==> src/rtl/yazmac_skorbord_pkg.sv <==
// ---------------------------------------------------------------------------
// yazmac_skorbord_pkg
// Shared definitions for the register scoreboard / hazard controller.
//   - Execution unit codes (tag values driven on cyo_birim_i).
//   - Default tag width and a helper that derives the tag width from the
//     unit count.
// ---------------------------------------------------------------------------
package yazmac_skorbord_pkg;

    // Execution unit codes
    localparam int BIRIM_ALU  = 0;
    localparam int BIRIM_CARP = 1;
    localparam int BIRIM_BOL  = 2;
    localparam int BIRIM_BIB  = 3;

    localparam int ETIKET_BIT_VARSAYILAN = 2;

    // Tag width for a given unit count; at least one bit, because two units
    // is the smallest legal configuration.
    function automatic int etiket_genislik(input int birim_sayisi);
        return (birim_sayisi <= 2) ? 1 : $clog2(birim_sayisi);
    endfunction

endpackage

==> src/rtl/yazmac_skorbord_kaynak_denetle.sv <==
// ---------------------------------------------------------------------------
// skorbord_kaynak_denetle
// Combinational hazard check for one source operand.
// Ports:
//   kullan    in   instruction reads this source
//   adres     in   source register address (x0 never stalls or forwards)
//   bekliyor  in   scoreboard pending bit of that register
//   etiket    in   unit that will write that register
//   bitti     in   per-unit "completes this cycle" vector, already masked
//                  with the unit busy bits, padded to 2**ETIKET_BIT
//   durdur    out  RAW stall
//   yonlendir out  take the operand from a result bus
//   birim     out  unit whose result bus supplies the operand (0 otherwise)
// ---------------------------------------------------------------------------
module skorbord_kaynak_denetle
    import yazmac_skorbord_pkg::*;
#(
    parameter int ADRES_BIT  = 5,
    parameter int ETIKET_BIT = ETIKET_BIT_VARSAYILAN
) (
    input  logic                        kullan,
    input  logic [ADRES_BIT-1:0]        adres,
    input  logic                        bekliyor,
    input  logic [ETIKET_BIT-1:0]       etiket,
    input  logic [(1<<ETIKET_BIT)-1:0]  bitti,
    output logic                        durdur,
    output logic                        yonlendir,
    output logic [ETIKET_BIT-1:0]       birim
);

    always_comb begin
        durdur    = 1'b0;
        yonlendir = 1'b0;
        birim     = '0;
        if (kullan && (adres != '0) && bekliyor) begin
            if (bitti[etiket]) begin
                // Producer writes back this very cycle: take its result bus.
                yonlendir = 1'b1;
                birim     = etiket;
            end else begin
                durdur = 1'b1;
            end
        end
    end

endmodule

==> src/rtl/yazmac_skorbord.sv <==
// ---------------------------------------------------------------------------
// yazmac_skorbord
// Register scoreboard and hazard/forwarding controller sitting between
// decode/register-read and the execution units. Each unit has at most one
// operation in flight; each architectural register (except x0) records
// whether a write is pending and which unit will produce it.
// Ports:
//   clk_i, rst_i                  clock, synchronous active-high reset
//   cyo_gecerli_i                 decode stage holds a valid instruction
//   cyo_rs1/rs2_adres_i, _kullan_i source addresses and use flags
//   cyo_rd_adres_i, cyo_yaz_yazmac_i destination address and write flag
//   cyo_birim_i                   target execution unit
//   ddb_durdur_i                  external stall
//   ddb_bosalt_i                  kill the decode-stage instruction
//   yrt_bitti_i                   per-unit write-back this cycle
//   cyo_durdur_o, cyo_verildi_o   hold decode / instruction issued
//   cyo_yonlendir{1,2}_o, cyo_yonlendir_birim{1,2}_o  forwarding selects
//   birim_mesgul_o, bos_o         unit busy vector / nothing in flight
// ---------------------------------------------------------------------------
module yazmac_skorbord
    import yazmac_skorbord_pkg::*;
#(
    parameter int YAZMAC_SAYISI = 32,
    parameter int ADRES_BIT     = $clog2(YAZMAC_SAYISI),
    parameter int BIRIM_SAYISI  = 4,
    parameter int ETIKET_BIT    = etiket_genislik(BIRIM_SAYISI)
) (
    input  logic                    clk_i,
    input  logic                    rst_i,
    input  logic                    cyo_gecerli_i,
    input  logic [ADRES_BIT-1:0]    cyo_rs1_adres_i,
    input  logic [ADRES_BIT-1:0]    cyo_rs2_adres_i,
    input  logic                    cyo_rs1_kullan_i,
    input  logic                    cyo_rs2_kullan_i,
    input  logic [ADRES_BIT-1:0]    cyo_rd_adres_i,
    input  logic                    cyo_yaz_yazmac_i,
    input  logic [ETIKET_BIT-1:0]   cyo_birim_i,
    input  logic                    ddb_durdur_i,
    input  logic                    ddb_bosalt_i,
    input  logic [BIRIM_SAYISI-1:0] yrt_bitti_i,
    output logic                    cyo_durdur_o,
    output logic                    cyo_verildi_o,
    output logic                    cyo_yonlendir1_o,
    output logic [ETIKET_BIT-1:0]   cyo_yonlendir_birim1_o,
    output logic                    cyo_yonlendir2_o,
    output logic [ETIKET_BIT-1:0]   cyo_yonlendir_birim2_o,
    output logic [BIRIM_SAYISI-1:0] birim_mesgul_o,
    output logic                    bos_o
);

    localparam int ETIKET_SAYISI = 1 << ETIKET_BIT;

    // Scoreboard state. Bit 0 of bekliyor_reg is never set, so x0 reads as
    // "not pending" without extra address checks on the read side.
    logic [YAZMAC_SAYISI-1:0] bekliyor_reg;
    logic [ETIKET_BIT-1:0]    etiket_reg [YAZMAC_SAYISI];
    logic [BIRIM_SAYISI-1:0]  mesgul_reg;

    // Unit vectors padded to the full tag range so any tag value can index
    // them; codes beyond BIRIM_SAYISI read as idle / not completing.
    logic [BIRIM_SAYISI-1:0]  bitti;
    logic [ETIKET_SAYISI-1:0] bitti_gen;
    logic [ETIKET_SAYISI-1:0] mesgul_gen;

    always_comb begin
        bitti      = yrt_bitti_i & mesgul_reg;   // completions of idle units are ignored
        bitti_gen  = '0;
        mesgul_gen = '0;
        bitti_gen[BIRIM_SAYISI-1:0]  = bitti;
        mesgul_gen[BIRIM_SAYISI-1:0] = mesgul_reg;
    end

    // ---------------------------------------------------------------- hazards
    logic                  raw1, raw2;
    logic                  yon1, yon2;
    logic [ETIKET_BIT-1:0] yon_birim1, yon_birim2;
    logic                  waw, yapisal, aktif, durdur, verildi;

    skorbord_kaynak_denetle #(
        .ADRES_BIT (ADRES_BIT),
        .ETIKET_BIT(ETIKET_BIT)
    ) u_kaynak1 (
        .kullan   (cyo_rs1_kullan_i),
        .adres    (cyo_rs1_adres_i),
        .bekliyor (bekliyor_reg[cyo_rs1_adres_i]),
        .etiket   (etiket_reg[cyo_rs1_adres_i]),
        .bitti    (bitti_gen),
        .durdur   (raw1),
        .yonlendir(yon1),
        .birim    (yon_birim1)
    );

    skorbord_kaynak_denetle #(
        .ADRES_BIT (ADRES_BIT),
        .ETIKET_BIT(ETIKET_BIT)
    ) u_kaynak2 (
        .kullan   (cyo_rs2_kullan_i),
        .adres    (cyo_rs2_adres_i),
        .bekliyor (bekliyor_reg[cyo_rs2_adres_i]),
        .etiket   (etiket_reg[cyo_rs2_adres_i]),
        .bitti    (bitti_gen),
        .durdur   (raw2),
        .yonlendir(yon2),
        .birim    (yon_birim2)
    );

    always_comb begin
        // A pending rd whose producer finishes now frees up: the new write
        // is younger and takes over the entry at the clock edge.
        waw     = cyo_yaz_yazmac_i && (cyo_rd_adres_i != '0)
                  && bekliyor_reg[cyo_rd_adres_i]
                  && !bitti_gen[etiket_reg[cyo_rd_adres_i]];
        yapisal = mesgul_gen[cyo_birim_i] && !bitti_gen[cyo_birim_i];
        aktif   = cyo_gecerli_i && !ddb_bosalt_i;
        durdur  = aktif && (raw1 || raw2 || waw || yapisal || ddb_durdur_i);
        verildi = aktif && !durdur;
    end

    assign cyo_durdur_o           = durdur;
    assign cyo_verildi_o          = verildi;
    assign cyo_yonlendir1_o       = cyo_gecerli_i & yon1;
    assign cyo_yonlendir_birim1_o = cyo_gecerli_i ? yon_birim1 : '0;
    assign cyo_yonlendir2_o       = cyo_gecerli_i & yon2;
    assign cyo_yonlendir_birim2_o = cyo_gecerli_i ? yon_birim2 : '0;
    assign birim_mesgul_o         = mesgul_reg;
    assign bos_o                  = ~|mesgul_reg;

    // ------------------------------------------------------ next-state terms
    logic [YAZMAC_SAYISI-1:0] yazmac_kur;   // issue marks register pending
    logic [YAZMAC_SAYISI-1:0] yazmac_sil;   // producer completes this cycle
    logic [BIRIM_SAYISI-1:0]  mesgul_kur;   // issue occupies unit

    genvar gi;
    generate
        for (gi = 0; gi < YAZMAC_SAYISI; gi++) begin : g_yazmac
            if (gi == 0) begin : g_sifir
                assign yazmac_kur[gi] = 1'b0;
                assign yazmac_sil[gi] = 1'b0;
            end else begin : g_iz
                assign yazmac_kur[gi] = verildi && cyo_yaz_yazmac_i
                                        && (cyo_rd_adres_i == ADRES_BIT'(gi));
                assign yazmac_sil[gi] = bitti_gen[etiket_reg[gi]];
            end
        end

        for (gi = 0; gi < BIRIM_SAYISI; gi++) begin : g_birim
            assign mesgul_kur[gi] = verildi && (cyo_birim_i == ETIKET_BIT'(gi));
        end
    endgenerate

    // Set beats clear: an issue and a completion on the same unit/register
    // in one cycle leave the entry busy for the new operation.
    always_ff @(posedge clk_i) begin
        if (rst_i) begin
            bekliyor_reg <= '0;
            mesgul_reg   <= '0;
            for (int r = 0; r < YAZMAC_SAYISI; r++) begin
                etiket_reg[r] <= '0;
            end
        end else begin
            mesgul_reg   <= (mesgul_reg & ~bitti) | mesgul_kur;
            bekliyor_reg <= (bekliyor_reg & ~yazmac_sil) | yazmac_kur;
            for (int r = 0; r < YAZMAC_SAYISI; r++) begin
                if (yazmac_kur[r]) begin
                    etiket_reg[r] <= cyo_birim_i;
                end
            end
        end
    end

endmodule
==> config.mk <==
export PLATFORM = sky130hd
export DESIGN_NAME = yazmac_skorbord
export DESIGN_NICKNAME = d
export VERILOG_FILES = /design/src/rtl/yazmac_skorbord_pkg.sv /design/src/rtl/yazmac_skorbord_kaynak_denetle.sv /design/src/rtl/yazmac_skorbord.sv
export SDC_FILE = /design/constraint.sdc
export NUM_CORES = 1
export LEC_CHECK = 0
export BUFFER_PORTS_ARGS = -buffer_cell sky130_fd_sc_hd__clkbuf_2
export CORE_MARGIN = 10
export CORE_UTILIZATION = 55
export DETAILED_ROUTE_END_ITERATION = 10
export GPL_ROUTABILITY_DRIVEN = 0
export PLACE_DENSITY = 0.85
export SLEW_MARGIN = 40
export SYNTH_ARGS = -nofsm -noshare
export SYNTH_HDL_FRONTEND = slang
export SYNTH_SLANG_ARGS = --single-unit
==> constraint.sdc <==
create_clock -name clk_i -period 4.9 [get_ports clk_i]
set_input_delay 0.735 -clock clk_i [delete_from_list [all_inputs] [get_ports clk_i]]
set_output_delay 0.735 -clock clk_i [all_outputs]
set_load 0.05 [all_outputs]
# Word-level counts from Yosys, hierarchy flattened
# Memories as Yosys holds them, arrays and structs flattened.
# Index checks and enable logic that the tools add are counted.
totals:
  word_cells: 394
  memories: 1
  in_bits: 29
  mem_bits_rw: 64
  regBits: 36
  output_inout_bits: 13
mem_list:
  columns: ["memory", "depth", "word_bits", "rd", "rd_clocked_by_memory_dff", "write_ports", "line_no", "source"]
  rows:
  - ["etiket_reg", 32, 2, 34, 0, 32, "yazmac_skorbord.sv:56", "logic [ETIKET_BIT-1:0] etiket_reg [YAZMAC_SAYISI];"]
classes:
  n_reduce_logical: 61
  n_bitwise: 40
  mux: 218
  n_lt_le_gt_ge: 38
  n_eq_ne: 34
op_table:
  columns: ["op", "count"]
  rows:
  - ["1-bit two-way mux", 142]
  - ["2-bit by 3-bit < comparator with 1-bit output (second input constant)", 35]
  - ["5-bit == test (second input constant)", 16]
  - ["2-bit two-way mux", 37]
  - ["1-bit binary-select mux with 2-bit select", 36]
  - ["1-bit logical AND", 47]
  - ["5-bit by 4-bit == test with 1-bit output (second input constant)", 8]
  - ["32-bit AND", 1]
  - ["32-bit NOT", 1]
  - ["32-bit bitwise OR", 1]
  - ["1-bit bitwise OR", 31]
  - ["5-bit by 3-bit == test with 1-bit output (second input constant)", 4]
  - ["5-bit by 6-bit < comparator with 1-bit output (second input constant)", 3]
  - ["1-bit binary-select mux with 5-bit select", 3]
  - ["5-bit nonzero test", 3]
  - ["5-bit by 2-bit == test with 1-bit output (second input constant)", 2]
  - ["4-bit AND", 2]
  - ["5-bit by 1-bit == test with 1-bit output (second input constant)", 1]
  - ["1-bit zero test", 5]
  - ["2-bit == test (second input constant)", 2]
  - ["1-bit logical OR", 4]
  - ["4-bit NOT", 1]
  - ["4-bit bitwise OR", 1]
  - ["4-bit OR reduction", 1]
  - ["other kinds (3)", 4]

# Depth between registers and ports, before layout
logic_depth:
  ltp_word: 18
  depth_mapped: 13
  mapped_depth_nobuf: 8

# Modules after synthesis
# Synthesis repeated with hierarchy kept, for this count alone.
hier_totals:
  hier_cells: 566
  area_unflattened_um2: 7355.8
by_module_without_submodules:
  columns: ["module", "cells_per_inst", "seq_area_each_um2", "n_inst", "area_each_um2"]
  rows:
  - ["yazmac_skorbord", 540, 2562.5, 1, 7130.6]
  - ["skorbord_kaynak_denetle", 13, 0.0, 2, 112.6]

# Least setup slack after synthesis
# Ideal clock, no wire load.
synth_timing:
  path_type: "input -> output"
  startpoint: "in cyo_rd_adres_i[1]"
  endpoint: "out cyo_verildi_o"
  path_slack_ns: 0.204
  n_path_buf: 5
  required_ns: 4.165
  path_stages: 13
  t_arrival_ns: 3.961
  path_cell_list: "clkbuf_1 -> clkbuf_1 -> clkbuf_1 -> mux4_2 -> nand2_1 -> o21ai_0 -> o21ba_2 -> mux2i_1 -> o22ai_1 -> a2111o_1 -> buf_4 -> buf_2 -> nor2_1"
synth_between:
  elab_chain_len: 11
  word_cells_on_any_way: 16
  classes_between: "mux: 4; reduce/logical: 11; memory: 1"
synth_rtl:
  columns: ["item", "line_no", "source"]
  rows:
  - ["from (decl)", "yazmac_skorbord.sv:35", "input logic [ADRES_BIT-1:0] cyo_rd_adres_i,"]
  - ["memory 32 x 2 bit", null, null]
  - ["1-bit binary-select mux with 2-bit select", "yazmac_skorbord.sv:112", "&& !bitti_gen[etiket_reg[cyo_rd_adres_i]];"]
  - ["1-bit two-way mux (not written as such)", "yazmac_skorbord.sv:112", null]
  - ["1-bit zero test", "yazmac_skorbord.sv:112", null]
  - ["1-bit logical AND (*)", "yazmac_skorbord.sv:112", null]
  - ["1-bit logical OR (*) (3 in a row)", "yazmac_skorbord.sv:115", "durdur = aktif && (raw1 || raw2 || waw || yapisal || ddb_durdur_i);"]
  - ["1-bit logical AND (*)", "yazmac_skorbord.sv:115", null]
  - ["1-bit zero test (*)", "yazmac_skorbord.sv:116", "verildi = aktif && !durdur;"]
  - ["1-bit logical AND (*)", "yazmac_skorbord.sv:116", null]
  - ["to (decl)", "yazmac_skorbord.sv:42", "output logic cyo_verildi_o,"]
# Mark *: on every way between the ends. The rest lies on a longest branch, timed or not. The select of a mux whose other input is x is not followed.

# Final worst setup path
layout_timing:
  startpoint: "in cyo_rd_adres_i[0]"
  endpoint: "out cyo_verildi_o"
# The elaborated chain is that of the path after synthesis.

==> out/metrics.cfg <==
[placement]
dp_hpwl_mm = 16.3
place_inst = 774
numPortBuffers = 41

[power_and_ir_drop]
switchingPower_uw = 570
cellInternalPower_mw = 1.43
clkPwrFrac_pct = 35.2
p_sw_share_pct = 28.5
power_frac_comb_pct = 17.3
max-vdd-ir-drop_mv = 0.153
p_total_mw = 2.00
leakagePower_nw = 2.55
seq_power_share_pct = 47.5
pwr_density_cell_nw_per_um2 = 255

[sta]
fin_crit_ns = 4.56
drv_slew = 0
fin_setup_tns_ns = 0
rsz0062_at_grt = no
max_slew_margin_pct = 48.7
tightestPinTransition_ns = 0.764
fmax_ghz = 0.220
hold_viol_final = 0
fin_worst_skew_ns = 0.00598
setup_viol = 0
post-route-period-util_pct = 93.0
whs_ns = 0.502

[critical_path]
startpoint_type = input pin
crit_arrival_ns = 3.82
end_kind = output pin
crit_required_ns = 4.16
ff2ff_setup_slack_ns = 0.99
critPathKind = input pin to output pin
cp_max_fo = 14

[global_routing]
grt_overflow_total = 0
grt_max_degree = 97
top_usage_layer = met2
grt_pass1_wl_mm = 36.0
use_met1_pct = 31.7
met2_usage_pct = 38.0
grt_usage_pct = 25.5
grt_use_met3_pct = 9.01
antenna_found_initial = 0
grt_pass1_vias = 6094

[synthesis]
ys_top_cells_by_count = 85 x mux4_2, 62 x edfxtp_1, 51 x clkbuf_1
synth_area_leader_cell = mux4_2
ys_top_cells_by_area = mux4_2 26%, edfxtp_1 26%, dfxtp_1 9.6%
synth.yosys.warnings = 0
muxShareOfSynthArea_pct = 32.3
synth_compound_area_share_pct = 14.5
syn-num-nets = 644
postSynthAreaPerCell_um2 = 11.8
netlist_instances = 615
synthAdderAreaFrac_pct = 0
yosysSeqAreaShare_pct = 35.2
synth-async-reset-ratio_pct = 0
synth_edf_count = 62
synth_top_family_by_area = multiplexers
synth_seq_cells = 97
synth_ff_type = edfxtp_1
synth_top_area_share_pct = 26.3
synthXorXnorAreaFrac_pct = 0
synth.most_common_cell = mux4_2
yosys.area_share.simple_pct = 13.1
synth.distinct_cells = 55
synth.cell_area_um2 = 7280

[detailed_routing]
routed_wl_mm = 23.2
drcViolationCount = 0
wl_per_cell_um = 29.3
ant_nets = 0
drt_first_pass_iters = 9
via_per_inst = 8.08
vias = 6385
dr.first_iter.drc_count = 1338

[flow_run]
cap_violations = 0

[clocking]
hold_buffers = 0
cts_resized = 0
root_buffer = clkbuf_16
cts_setup_buffers = 0
clk_pin_slew_ns = 0.07
cts_buffer_depth = 2
cts_tree = done
ctsHtreeMaxLevel = 3
cts_sinks = 97
insertion_delay_ns = 0.35
cts_buffers = 9

[floorplanning]
initial_core_util_pct = 57.0
die_w_um = 135
core_area_um2 = 12800
std_cell_rows = 41
io_pins = 42
dieArea_um2 = 18200
die_y_um = 135

[layout]
nets = 642
antennaDiodeCount = 0
largest_register_ffs = 62
area_growth_pct = 8.03
layout-drive-gt1-share_pct = 29.8
fillers = 940
layout.cells.non_filler = 790

[hold_path]
hold_path.class = flop to flop

[outcome]
outcome = completed

==> final cells by class <==
class                      instances  area [µm²]  share of cell area [%]
tap                              172         215                    2.74
clock buffer                       9         225                    2.86
timing repair buffer              58         375                    4.77
multi-input combinational        432        4360                    55.4
inverter                          15        56.3                   0.716
sequential                        97        2560                    32.6
clock inverter                     7        71.3                   0.907
==> power groups by stage <==
stage	registers [mW]	clock network [mW]	logic, mW
4_1_cts	0.949	0.713	0.334
5_1_grt	0.954	0.749	0.362
3_3_place_gp	0.964	0	0.319
6_report	0.953	0.706	0.346
3_5_place_dp	0.967	0	0.331
2_1_floorplan	0.945	0	0.251
==> placed cells by master (no fill, tap or decap), drive strengths merged, types with 7 or more instances in the layout <==
cell type	n
inv	15
o41ai	30
mux2i	31
nand2	39
mux2	11
o31ai	35
dfxtp	35
buf	18
nor2	17
nor2b	10
nand3	38
nor4	39
mux4	85
edfxtp	62
a22oi	7
clkbuf	49
==> per-layer routing <==
| metal | share of wire [%] | up-vias |
|---|---|---|
| li1 | - | 2593 |
| met1 | 34 | 3057 |
| met2 | 44 | 626 |
| met3 | 16 | 109 |
| met4 | 5.6 | 0 |
| met5 | 0 | - |
==> critical path: stages <==
cell and delay [ns]:
clkbuf_2 0.37, mux4_2 0.58, mux4_2 0.49, o22ai_1 0.15, o21ba_2 0.21, mux2i_1 0.16, o22ai_1 0.15, a2111o_2 0.56
nor2_1 0.23, buf_12 0.17
==> through the flow <==
stage          cell area (µm²)  util, %  setup WS [ns]
3_5_place_dp              7570     59.3          0.401
2_1_floorplan             7280        -          0.204
6_report                  7870     61.6          0.345
5_1_grt                   7870     61.6          0.172
4_1_cts                   7870     61.6          0.380
3_3_place_gp              7570     59.2          0.471
==> cells by family (layout without fill, tap and decap cells) <==
| group | count (synthesis) | count (layout) |
|---|---|---|
| buffers and inverters | 86 | 89 |
| AOI/OAI and AO/OA | 125 | 125 |
| and+or+nand+nor | 180 | 180 |
| DFF | 97 | 97 |
| muxes | 127 | 127 |
==> path summary, 6_finish.rpt <==
| check | startpoint | to | cells after the start |
|---|---|---|---|
| max | cyo_rd_adres_i[0] | cyo_verildi_o | 10 |
| min | bekliyor_reg[16] | bekliyor_reg[16] | 2 |
| max reg2reg | etiket_reg[16][1] | etiket_reg[21][1] | 9 |
| min reg2reg | bekliyor_reg[16] | bekliyor_reg[16] | 2 |
Power figures use the tool's default switching activity.
